==> src/rtl/rdcla_pkg.sv <==
// rtl/rdcla_pkg.sv - shared kpg encoding constants and width helper for the prefix adder
package rdcla_pkg;

    typedef logic [1:0] kpg_t;

    // Encoded as {c1,c0}: c1 = a|b, c0 = a&b, so a resolved position's carry is c1.
    localparam kpg_t KPG_KILL = 2'b00;
    localparam kpg_t KPG_PROP = 2'b10;
    localparam kpg_t KPG_GEN  = 2'b11;

    function automatic int clog2(input int value);
        int r;
        r = 0;
        while ((1 << r) < value) begin
            r = r + 1;
        end
        return r;
    endfunction

endpackage

==> src/rtl/kpg_merge.sv <==
// rtl/kpg_merge.sv - combine a higher kpg span with the adjacent lower span
module kpg_merge
    import rdcla_pkg::*;
(
    input  kpg_t i_hi,
    input  kpg_t i_lo,
    output kpg_t o_kpg
);

    assign o_kpg = (i_hi == KPG_PROP) ? i_lo : i_hi;

endmodule

==> src/rtl/rdcla_pipe.sv <==
// rtl/rdcla_pipe.sv - pipelined recursive-doubling carry-lookahead adder/subtractor
module rdcla_pipe
    import rdcla_pkg::*;
#(
    parameter int WIDTH = 32
)
(
    input  logic             clk,
    input  logic             rst,
    input  logic             in_valid,
    output logic             in_ready,
    input  logic [WIDTH-1:0] a,
    input  logic [WIDTH-1:0] b,
    input  logic             cin,
    input  logic             sub,
    output logic             out_valid,
    input  logic             out_ready,
    output logic [WIDTH-1:0] sum,
    output logic             cout,
    output logic             ovf
);

    localparam int STAGES = clog2(WIDTH);
    localparam int NPOS   = WIDTH + 1;

    logic                  w_stall;
    logic                  w_en;
    logic [WIDTH-1:0]      w_b_eff;
    logic [WIDTH-1:0]      w_partial;
    logic                  w_cin_eff;
    logic [2*NPOS-1:0]     w_kpg_init;
    logic [2*NPOS-1:0]     w_stage_kpg [0:STAGES];
    logic [WIDTH-1:0]      w_carry;
    kpg_t                  w_msb_res;

    logic [STAGES:0]       r_valid;
    logic [WIDTH-1:0]      r_partial [0:STAGES];
    logic [STAGES:0]       r_a_msb;
    logic [STAGES:0]       r_b_msb;
    logic [2*NPOS-1:0]     r_kpg0;

    assign w_stall   = r_valid[STAGES] & ~out_ready;
    assign w_en      = ~w_stall;
    assign in_ready  = w_en;
    assign w_b_eff   = sub ? ~b : b;
    assign w_cin_eff = sub | cin;
    assign w_partial = a ^ w_b_eff;

    // Position 0 is the carry-in; position i+1 describes operand bit i.
    assign w_kpg_init[1:0] = w_cin_eff ? KPG_GEN : KPG_KILL;
    for (genvar gi = 0; gi < WIDTH; gi++) begin : g_enc
        assign w_kpg_init[2*gi+2 +: 2] = {a[gi] | w_b_eff[gi], a[gi] & w_b_eff[gi]};
    end

    always_ff @(posedge clk or posedge rst) begin
        if (rst) begin
            r_kpg0 <= '0;
        end else if (w_en) begin
            r_kpg0 <= w_kpg_init;
        end
    end
    assign w_stage_kpg[0] = r_kpg0;

    for (genvar k = 1; k <= STAGES; k++) begin : g_lvl
        localparam int D = 1 << (k - 1);
        logic [2*NPOS-1:0] w_merged;
        logic [2*NPOS-1:0] r_kpg;

        for (genvar i = 0; i < NPOS; i++) begin : g_pos
            if (i < D) begin : g_pass
                assign w_merged[2*i +: 2] = w_stage_kpg[k-1][2*i +: 2];
            end else begin : g_merge
                kpg_merge u_merge (
                    .i_hi  (w_stage_kpg[k-1][2*i +: 2]),
                    .i_lo  (w_stage_kpg[k-1][2*(i-D) +: 2]),
                    .o_kpg (w_merged[2*i +: 2])
                );
            end
        end

        always_ff @(posedge clk or posedge rst) begin
            if (rst) begin
                r_kpg <= '0;
            end else if (w_en) begin
                r_kpg <= w_merged;
            end
        end
        assign w_stage_kpg[k] = r_kpg;
    end

    always_ff @(posedge clk or posedge rst) begin
        if (rst) begin
            r_valid <= '0;
            r_a_msb <= '0;
            r_b_msb <= '0;
            for (int s = 0; s <= STAGES; s++) begin
                r_partial[s] <= '0;
            end
        end else if (w_en) begin
            r_valid[0]   <= in_valid;
            r_partial[0] <= w_partial;
            r_a_msb[0]   <= a[WIDTH-1];
            r_b_msb[0]   <= w_b_eff[WIDTH-1];
            for (int s = 1; s <= STAGES; s++) begin
                r_valid[s]   <= r_valid[s-1];
                r_partial[s] <= r_partial[s-1];
                r_a_msb[s]   <= r_a_msb[s-1];
                r_b_msb[s]   <= r_b_msb[s-1];
            end
        end
    end

    // Below the MSB every span reaches the carry-in, so no position is left as PROP.
    for (genvar gi = 0; gi < WIDTH; gi++) begin : g_carry
        assign w_carry[gi] = (w_stage_kpg[STAGES][2*gi +: 2] == KPG_GEN);
    end

    // The top position spans only WIDTH bits; fold in the carry-in slot to finish it.
    kpg_merge u_cout (
        .i_hi  (w_stage_kpg[STAGES][2*WIDTH +: 2]),
        .i_lo  (w_stage_kpg[STAGES][1:0]),
        .o_kpg (w_msb_res)
    );

    assign out_valid = r_valid[STAGES];
    assign sum       = r_partial[STAGES] ^ w_carry;
    assign cout      = w_msb_res[1];
    assign ovf       = (r_a_msb[STAGES] == r_b_msb[STAGES]) & (sum[WIDTH-1] != r_a_msb[STAGES]);

endmodule

==> config.mk <==
export PLATFORM = sky130hd
export DESIGN_NAME = rdcla_pipe
export DESIGN_NICKNAME = d
export VERILOG_FILES = /design/src/rtl/rdcla_pkg.sv /design/src/rtl/kpg_merge.sv /design/src/rtl/rdcla_pipe.sv
export SDC_FILE = /design/constraint.sdc
export NUM_CORES = 2
export LEC_CHECK = 0
export ABC_CLOCK_PERIOD_IN_PS = 26100
export CORE_MARGIN = 2
export CORE_UTILIZATION = 40
export CTS_CLUSTER_DIAMETER = 100
export DETAILED_ROUTE_END_ITERATION = 10
export DONT_BUFFER_PORTS = 1
export GPL_TIMING_DRIVEN = 0
export MAX_ROUTING_LAYER = met4
export SYNTH_ARGS = -nofsm -noshare
export SYNTH_HDL_FRONTEND = slang
export SYNTH_SLANG_ARGS = --single-unit
==> constraint.sdc <==
create_clock -name clk -period 26.1 [get_ports clk]
set_input_delay 5.22 -clock clk [delete_from_list [all_inputs] [get_ports clk]]
set_output_delay 5.22 -clock clk [all_outputs]
set_load 0.01 [all_outputs]
==> qor.csv <==
stage,metric,value,unit
global_routing,grt_pass1_wl,106,mm
sta,fin_crit_sh,0.434,
cells_and_area,postLayoutCoreUtil,0.453,
logic_synthesis,netlist_instances,2731,
routing,vias,17991,
clock_tree,cts_sinks,600,
setup_path,crit_path_start_kind,input pin,
place,dp_hpwl,51.1,mm
floorplanning,ios,106,
power_and_ir_drop,powerDensity,121,nW/um^2
run,max_cap_violations,0,
place,gp_congestion,0.870,
cells_and_area,final_cell_area,28500,sq um
worst_hold_path,hold_class,flop to flop,
clock_tree,post-cts-setup-buffers,0,
routing,drc,0,
cells_and_area,drive_above_1_share,0.0872,
logic_synthesis,synthTopCellsByArea,"dfrtp_1 59%, nand2_1 18%, o21ai_0 8.0%, ha_1 3.2%, a21oi_1 2.7%",
global_routing,grt_max_degree,135,
cells_and_area,nNetsFinal,2932,
clock_tree,post_cts_resized,0,
worst_hold_path,holdPathEnd,g_lvl[5].r_kpg[25],
setup_path,rr_worst_depth,5,
clock_tree,cts_buffer_depth,3,
routing,totalWireLength,66.7,mm
floorplanning,coreArea,62900,sq um
routing,drtIter0Drc,1384,
clock_tree,path_clk_slew,0.06,ns
setup_path,ff2ff_setup_slack,24.19,ns
global_routing,grt.overflow.total,0,
cells_and_area,fillers,6171,
sta,slew_violations,0,
sta,slew_headroom,0.515,
logic_synthesis,ys_ff_latch,600,
routing,firstDrtPassIters,5,
clock_tree,cts_buffers,60,
routing,vias_per_cell,4.88,
logic_synthesis,seq_area_frac_synth,0.594,
floorplanning,dieHeight,255,um
clock_tree,cts_tree,built,
setup_path,worstPathArrival,6.10,ns
place,place_area,26500,sq um
place,port_buffers,0,
cells_and_area,syn2layout_area_growth,12.6,%
global_routing,grtUsageTotal,0.215,
cells_and_area,final_cell_mix,"1,191 x nand2_1, 600 x dfrtp_1, 404 x o21ai_0",
setup_path,crit_required,20.88,ns
routing,drtAntennaViolNets,0,
floorplanning,die_w,255,um
routing,wl_per_cell,18.1,um
clock_tree,clockRootBuffer,clkbuf_16,
logic_synthesis,synth_top_area_cell,dfrtp_1,
worst_hold_path,min_from,g_lvl[5].r_kpg[25],
sta,max_freq,0.0883,GHz
logic_synthesis,synth_area,25300,sq um
logic_synthesis,ys_types,21,
logic_synthesis,avgSynthCellArea,9.26,sq um
floorplanning,initial_core_util,0.403,
cells_and_area,n_antenna_cell,0,
cells_and_area,final_common_cell,nand2_1,
setup_path,crit_start,out_ready,
worst_hold_path,whs_path_depth,2,
setup_path,reg2reg_to,g_lvl[5].r_kpg[36],
run_status,outcome,finished clean,
global_routing,grt_pass1_vias,18240,
sta,setup_violations,0,
sta,finClkSkew,0.0104,ns
logic_synthesis,synth_top_area_share,0.594,
power_and_ir_drop,leakagePower,0.0137,uW
global_routing,antenna_found_initial,0,
sta,tightest_slew,0.727,ns
setup_path,cp-end-kind,primary output,
clock_tree,cts_max_level,2,
logic_synthesis,syn-num-nets,2865,
sta,hold_viol,0,
floorplanning,die_area,65300,sq um
power_and_ir_drop,vdd.ir_drop.worst,0.0634,mV
setup_path,critPathMaxFanout,10,
clock_tree,cts_hold_buf,0,
floorplanning,rows,92,
logic_synthesis,ys_warn_count,0,
clock_tree,clk_latency,0.63,ns
setup_path,crit_type,input pin to primary output,
setup_path,r2r_start,r_valid[5],
sta,finalCriticalPeriod,11.32,ns
sta,rsz0062_at_grt,no,
worst max path at each step:
| stage | end | slack (ns) |
|---|---|---|
| final | in_ready | 14.78 |
| after global routing | in_ready | 14.77 |
| after CTS | in_ready | 14.77 |
| after detailed placement | in_ready | 14.77 |
| after global placement | r_partial[164] | -1.43 |
| after floorplan | g_lvl[1].r_kpg[10] | 4.09 |
kinds of logic (layout without fill, tap and decap cells):
kind of cell	Yosys count	count (layout)	share of synthesized area
AOI/OAI and AO/OA	572	572	0.118
xor gates and xnor gates	64	64	0.0222
adders and majority gates	64	64	0.0317
buffers and inverters	203	315	0.0515
DFF	600	600	0.594
muxes	1	1	0.000396
and+or+nand+nor	1227	1227	0.183
report_power, final:
group | internal, uW | switching (uW)
clock | 507 | 360
combinational | 328 | 567
sequential | 1340 | 360
per-layer routing:
metal  track usage  part of all wire  vias to the layer above
li1              -                 -                     8881
met3        0.0300             0.042                       92
met4        0.0595             0.027                        0
met1         0.288              0.46                     8675
met5             -                 0                        -
met2         0.343              0.47                      343
Yosys cell counts:
| cell | number |
|---|---|
| ha_1 | 64 |
| inv_1 | 65 |
| a21oi_1 | 134 |
| dfrtp_1 | 600 |
| buf_8 | 2 |
| buf_2 | 38 |
| nand2b_1 | 1 |
| xor2_1 | 1 |
| buf_6 | 53 |
| o21ai_0 | 404 |
| mux2i_1 | 1 |
| nor2_1 | 33 |
| o21a_1 | 1 |
| nand2_1 | 1191 |
| buf_4 | 18 |
| a21oi_2 | 33 |
| or2_2 | 1 |
| nor2b_4 | 1 |
| clkbuf_1 | 26 |
| xnor2_1 | 63 |
| inv_6 | 1 |
per-stage QoR:
step / hold slack [ns] / setup WS [ns] / power, uW / cells / TNS, ns
4_1_cts: 0.467 / 14.77 / 3490 / 3689 / 0
3_5_place_dp: 0.454 / 14.77 / 2620 / 3582 / 0
3_3_place_gp: 0.452 / -1.43 / 2570 / 3577 / -819.10
2_1_floorplan: 0.430 / 4.09 / 2220 / 2731 / 0
6_report: 0.464 / 14.78 / 3460 / 3689 / 0
5_1_grt: 0.477 / 14.77 / 3710 / 3689 / 0
sequential cells by signal, summed over array words and instances, names as in the netlist:
name         flops
g_lvl.r_kpg    325
r_a_msb          6
r_b_msb          6
r_kpg0          65
r_partial      192
r_valid          6
critical path: stages:
cell	delay (ns)
nor2b_4	0.11
buf_6	0.17
buf_8	0.19
inv_6	0.06
buf_6	0.15
buf_6	0.17
final cells by class:
class | instances | area, sq um | area share
well taps | 846 | 1060 | 0.0371
repair buffers | 5 | 138 | 0.00483
plain buffers | 137 | 1050 | 0.0368
clock buffers | 91 | 1820 | 0.0638
flip-flops and latches | 600 | 15000 | 0.527
clock inverters | 16 | 176 | 0.00619
inverters | 66 | 260 | 0.00913
multi-input cells | 1928 | 8980 | 0.315
Power figures use the tool's default switching activity.
==> RTL change 1, RTL diff (same flow settings) <==
Change the parameter `WIDTH` from 32 to 36.
--- a/src/rtl/rdcla_pipe.sv
+++ b/src/rtl/rdcla_pipe.sv
@@ -4,3 +4,3 @@
 #(
-    parameter int WIDTH = 32
+    parameter int WIDTH = 36
 )
Interface: changed (resized a, b and sum); port bits go from 106 to 118. The function was not compared with the original's and may differ.
==> RTL change 1 against the original RTL <==
- maximum frequency rose by 0.70%
- synthesized cell count rose by 29%
- power rose by 30%
- cell area rose by 29%
- area after synthesis rose by 28%
- clock power rose by 33%
- routed wire length rose by 35%
- sequential cell count rose by 184
- worst setup slack improved by 0.079 ns
- highest routed layer unchanged
==> RTL change 1: results (changes against the original RTL) <==
metric;value;unit;change
wl;89870;um;was 66670 um
grt_max_degree;43;;was 135
critPathArrivalTime;6.02;ns;was 6.10 ns
r2r-end;r_partial[28]$_DFFE_PP0N_;;was g_lvl[5].r_kpg[36]$_DFFE_PP0N_
synth.lib_cells_used.distinct;19;;was 21
netlist_instances;3532;;was 2731
synth-xor-area-share;0.01953;;was 0.02216
ys_seq_area_frac;0.6074;;was 0.5935
clkLatencyLatePin;0.61;ns;was 0.63 ns
grt_pass1_vias;23190;;was 18240
vias_per_cell;4.913;;was 4.877
leakagePower;0.01802;uW;was 0.01370 uW
yosys-top-cells-area;dfrtp_1, nand2_1, o21ai_0, a21oi_1, ha_1;;was dfrtp_1, nand2_1, o21ai_0, ha_1, a21oi_1
synth_compound_area_frac;0.1048;;was 0.1182
grt_usage;0.2286;;was 0.2146
numCtsBuffers;82;;was 60
clock_skew;0.01897;ns;was 0.01041 ns
min_to;g_lvl[6].r_kpg[49]$_DFFE_PP0N_;;was g_lvl[5].r_kpg[25]$_DFFE_PP0N_
top_regs;g_lvl.r_kpg x438, r_partial x252, r_kpg0 x73;;was g_lvl.r_kpg x325, r_partial x192, r_kpg0 x65
routedWlPerCell;18.88;um;was 18.07 um
synthTopCellsByCount;nand2_1, dfrtp_1, o21ai_0, a21oi_1, buf_2;;was nand2_1, dfrtp_1, o21ai_0, a21oi_1, inv_1
io_buffers;0;;unchanged
synthAdderAreaFrac;0.02789;;was 0.03165
slowest_stage;buf_6;;was buf_8
outcome;finished, final reports clean;;unchanged
reg2reg_from;r_valid[6]$_DFFE_PP0N_;;was r_valid[5]$_DFFE_PP0N_
fillers;7907;;was 6171
layout.nets;3789;;was 2932
ff2ff_path_depth;7;;was 5
grt_pass1_wl;138900;um;was 106000 um
vdd_drop_max;0.04621;mV;was 0.06340 mV
globalplace.congestion;0.8800;;was 0.8696
synthMuxAreaShare;0.0003099;;was 0.0003957
min_from;g_lvl[6].r_kpg[49]$_DFFE_PP0N_;;was g_lvl[5].r_kpg[25]$_DFFE_PP0N_
placedCellCount;4615;;was 3582
dp_hpwl;69690;um;was 51050 um
drt-initial-drc-count;1921;;was 1384
r2r_slack;24.18;ns;was 24.19 ns
drive_gt1_frac;0.08058;;was 0.08723
h-tree-depth;3;;was 2
## RTL change 1: cell count changes in the layout (fill, tap and decap cells not counted), sizes merged, moves of 29 or more
cell,unedited run,this run
nand2,1191,1635
clkbuf,117,159
buf,116,170
o21ai,404,479
dfrtp,600,784
a21oi,167,196
## RTL change 1: final cells by class
type | instances | area, um^2 | area share
Timing Repair Buffer | 23 | 467.9 | 0.01273
Multi-Input combinational cell | 2496 | 11230 | 0.3056
Clock inverter | 15 | 111.4 | 0.003030
Clock buffer | 128 | 2540 | 0.06912
Antenna cell | 1 | 2.502 | 0.00006809
Tap cell | 1060 | 1326 | 0.03609
Sequential cell | 784 | 19620 | 0.5339
Inverter | 74 | 286.5 | 0.007797
Buffer | 178 | 1166 | 0.03173
## RTL change 1: routing by layer
metal,vias up,track usage,wire length (um)
li1,11510,-,-
met1,11200,0.3081,41050
met2,541,0.3456,40500
met3,135,0.03728,4494
met4,0,0.09301,3828
met5,-,-,0
## RTL change 1: where the power goes
part           leakage [uW]  internal, uW  switching (uW)
registers           0.00969          1750             467
clock network       0.00132           675             472
logic               0.00701           396             745
## RTL change 1: metrics by stage
| stage | hold WS [ns] | utilization | worst slack (ns) | area, um^2 |
|---|---|---|---|---|
| 2_1_floorplan | 0.4300 | - | 10.12 | 32300 |
| 3_3_place_gp | 0.4504 | 0.4188 | 5.595 | 33630 |
| 3_5_place_dp | 0.4554 | 0.4247 | 14.85 | 34100 |
| 4_1_cts | 0.4658 | 0.4577 | 14.85 | 36750 |
| 5_1_grt | 0.4839 | 0.4577 | 14.81 | 36750 |
| 6_report | 0.4609 | 0.4577 | 14.86 | 36750 |
## RTL change 1: critical path, delay by kind of cell
family / cells / cell delay [ns]
buf+inv: 5 / 0.71
simple gates: 1 / 0.09
==> RTL change 2, RTL diff (same settings) <==
Without the edit above. Reset style: synchronous (`rst`), changed in 3 clocked blocks.
--- a/src/rtl/rdcla_pipe.sv
+++ b/src/rtl/rdcla_pipe.sv
@@ -54,3 +54,3 @@
 
-    always_ff @(posedge clk or posedge rst) begin
+    always_ff @(posedge clk) begin
         if (rst) begin
@@ -80,3 +80,3 @@
 
-        always_ff @(posedge clk or posedge rst) begin
+        always_ff @(posedge clk) begin
             if (rst) begin
@@ -90,3 +90,3 @@
 
-    always_ff @(posedge clk or posedge rst) begin
+    always_ff @(posedge clk) begin
         if (rst) begin
Formal check against the unedited RTL: no difference found for any inputs over 4 cycles, from zero or initial values and one cycle with rst high; that may be too few to reach the edited logic, so the function may still have changed.
==> RTL change 2 against the original RTL <==
- cell area fell by 4.9%
- routed wire length rose by 4.2%
- final cell count fell by 12%
- largest cell class unchanged
- sequential cell count did not move
- worst setup slack improved by 0.092 ns
- via count fell by 3.9%
- global-route usage rose by 1.1 points
- utilization rose by 0.40 points
- non-clock buffer count rose by 22
- area after synthesis fell by 4.8%
Power is not compared: it rests on default switching activity, and its combinational part moved more than twofold at a synthesized area within 25%.
==> RTL change 2: results (changes against the original RTL) <==
metric;value;unit;change
nFlopsAndLatches;600;;unchanged
layout.nets;2572;;was 2932
yosys-top-cells-area;dfxtp_1, edfxtp_1, nand2_1, and2_1, a21oi_1;;was dfrtp_1, nand2_1, o21ai_0, ha_1, a21oi_1
synth_compound_area_frac;0.1506;;was 0.1182
fillers;5651;;was 6171
vias;17280;;was 17990
grt_antenna_before_repair;2;;was 0
yosys_most_used_dff;dfxtp_1;;was dfrtp_1
grt_pass1_vias;16430;;was 18240
buffer_area_frac;0.03777;;was 0.04167
routedWlPerCell;21.32;um;was 18.07 um
final_util;0.4574;;was 0.4534
clock_skew;0.03934;ns;was 0.01041 ns
multiInputGateArea;8971;um^2;was 8981 um^2
netlist_instances;2374;;was 2731
grt_usage;0.2258;;was 0.2146
dp_hpwl;53860;um;was 51050 um
synthTopCellsByCount;dfxtp_1, nand2_1, a21oi_1, and2_1, edfxtp_1;;was nand2_1, dfrtp_1, o21ai_0, a21oi_1, inv_1
wl;69490;um;was 66670 um
synth.lib_cells_used.distinct;26;;was 21
diodes;1;;was 0
placed_area;25140;um^2;was 26500 um^2
synth_nets;2508;;was 2865
min_from;r_b_msb[1]$_SDFFE_PP0N_;;was g_lvl[5].r_kpg[25]$_DFFE_PP0N_
placedCellCount;3150;;was 3582
outcome;finished, final reports clean;;unchanged
buffers;164;;was 142
fin_ws;14.87;ns;was 14.78 ns
drt-initial-drc-count;1318;;was 1384
relSlewSlack;0.4734;;was 0.5154
r2r-end;r_partial[2][21]$_SDFFCE_PN0P_;;was g_lvl[5].r_kpg[36]$_DFFE_PP0N_
ys_seq_area_frac;0.5783;;was 0.5935
final_cell_area;27100;um^2;was 28500 um^2
reg2reg_from;r_valid[5]$_SDFFE_PP0N_;;was r_valid[5]$_DFFE_PP0N_
grt_max_degree;66;;was 135
globalplace.congestion;0.8931;;was 0.8696
clock_tree_area_fraction;0.07194;;was 0.07003
dr.pass1.iters;6;;was 5
RTL change 2: cell count changes in the layout (fill, tap and decap cells not counted), moves of 33 or more:
cell / change
o211ai_1: +134
dfxtp_1: +408
buf_6: -36
a211oi_1: +134
o21ai_0: -404
nor2_1: +137
a211oi_2: +33
a21oi_2: -33
nand2_1: -815
edfxtp_1: +192
nor3_1: +136
a21oi_1: +105
and2_1: +192
dfrtp_1: -600
RTL change 2: metal layers:
metal | track usage | vias to the layer above | part of all wire
met5 | - | - | 0
met4 | 0.06609 | 0 | 0.025
met3 | 0.03317 | 102 | 0.062
met2 | 0.3562 | 515 | 0.46
met1 | 0.3021 | 8277 | 0.45
li1 | - | 8389 | -
RTL change 2: worst max-delay path: stages:
cell     delay, ns
nor2b_4       0.02
buf_6         0.16
inv_6         0.11
buf_6         0.21
buf_4         0.27
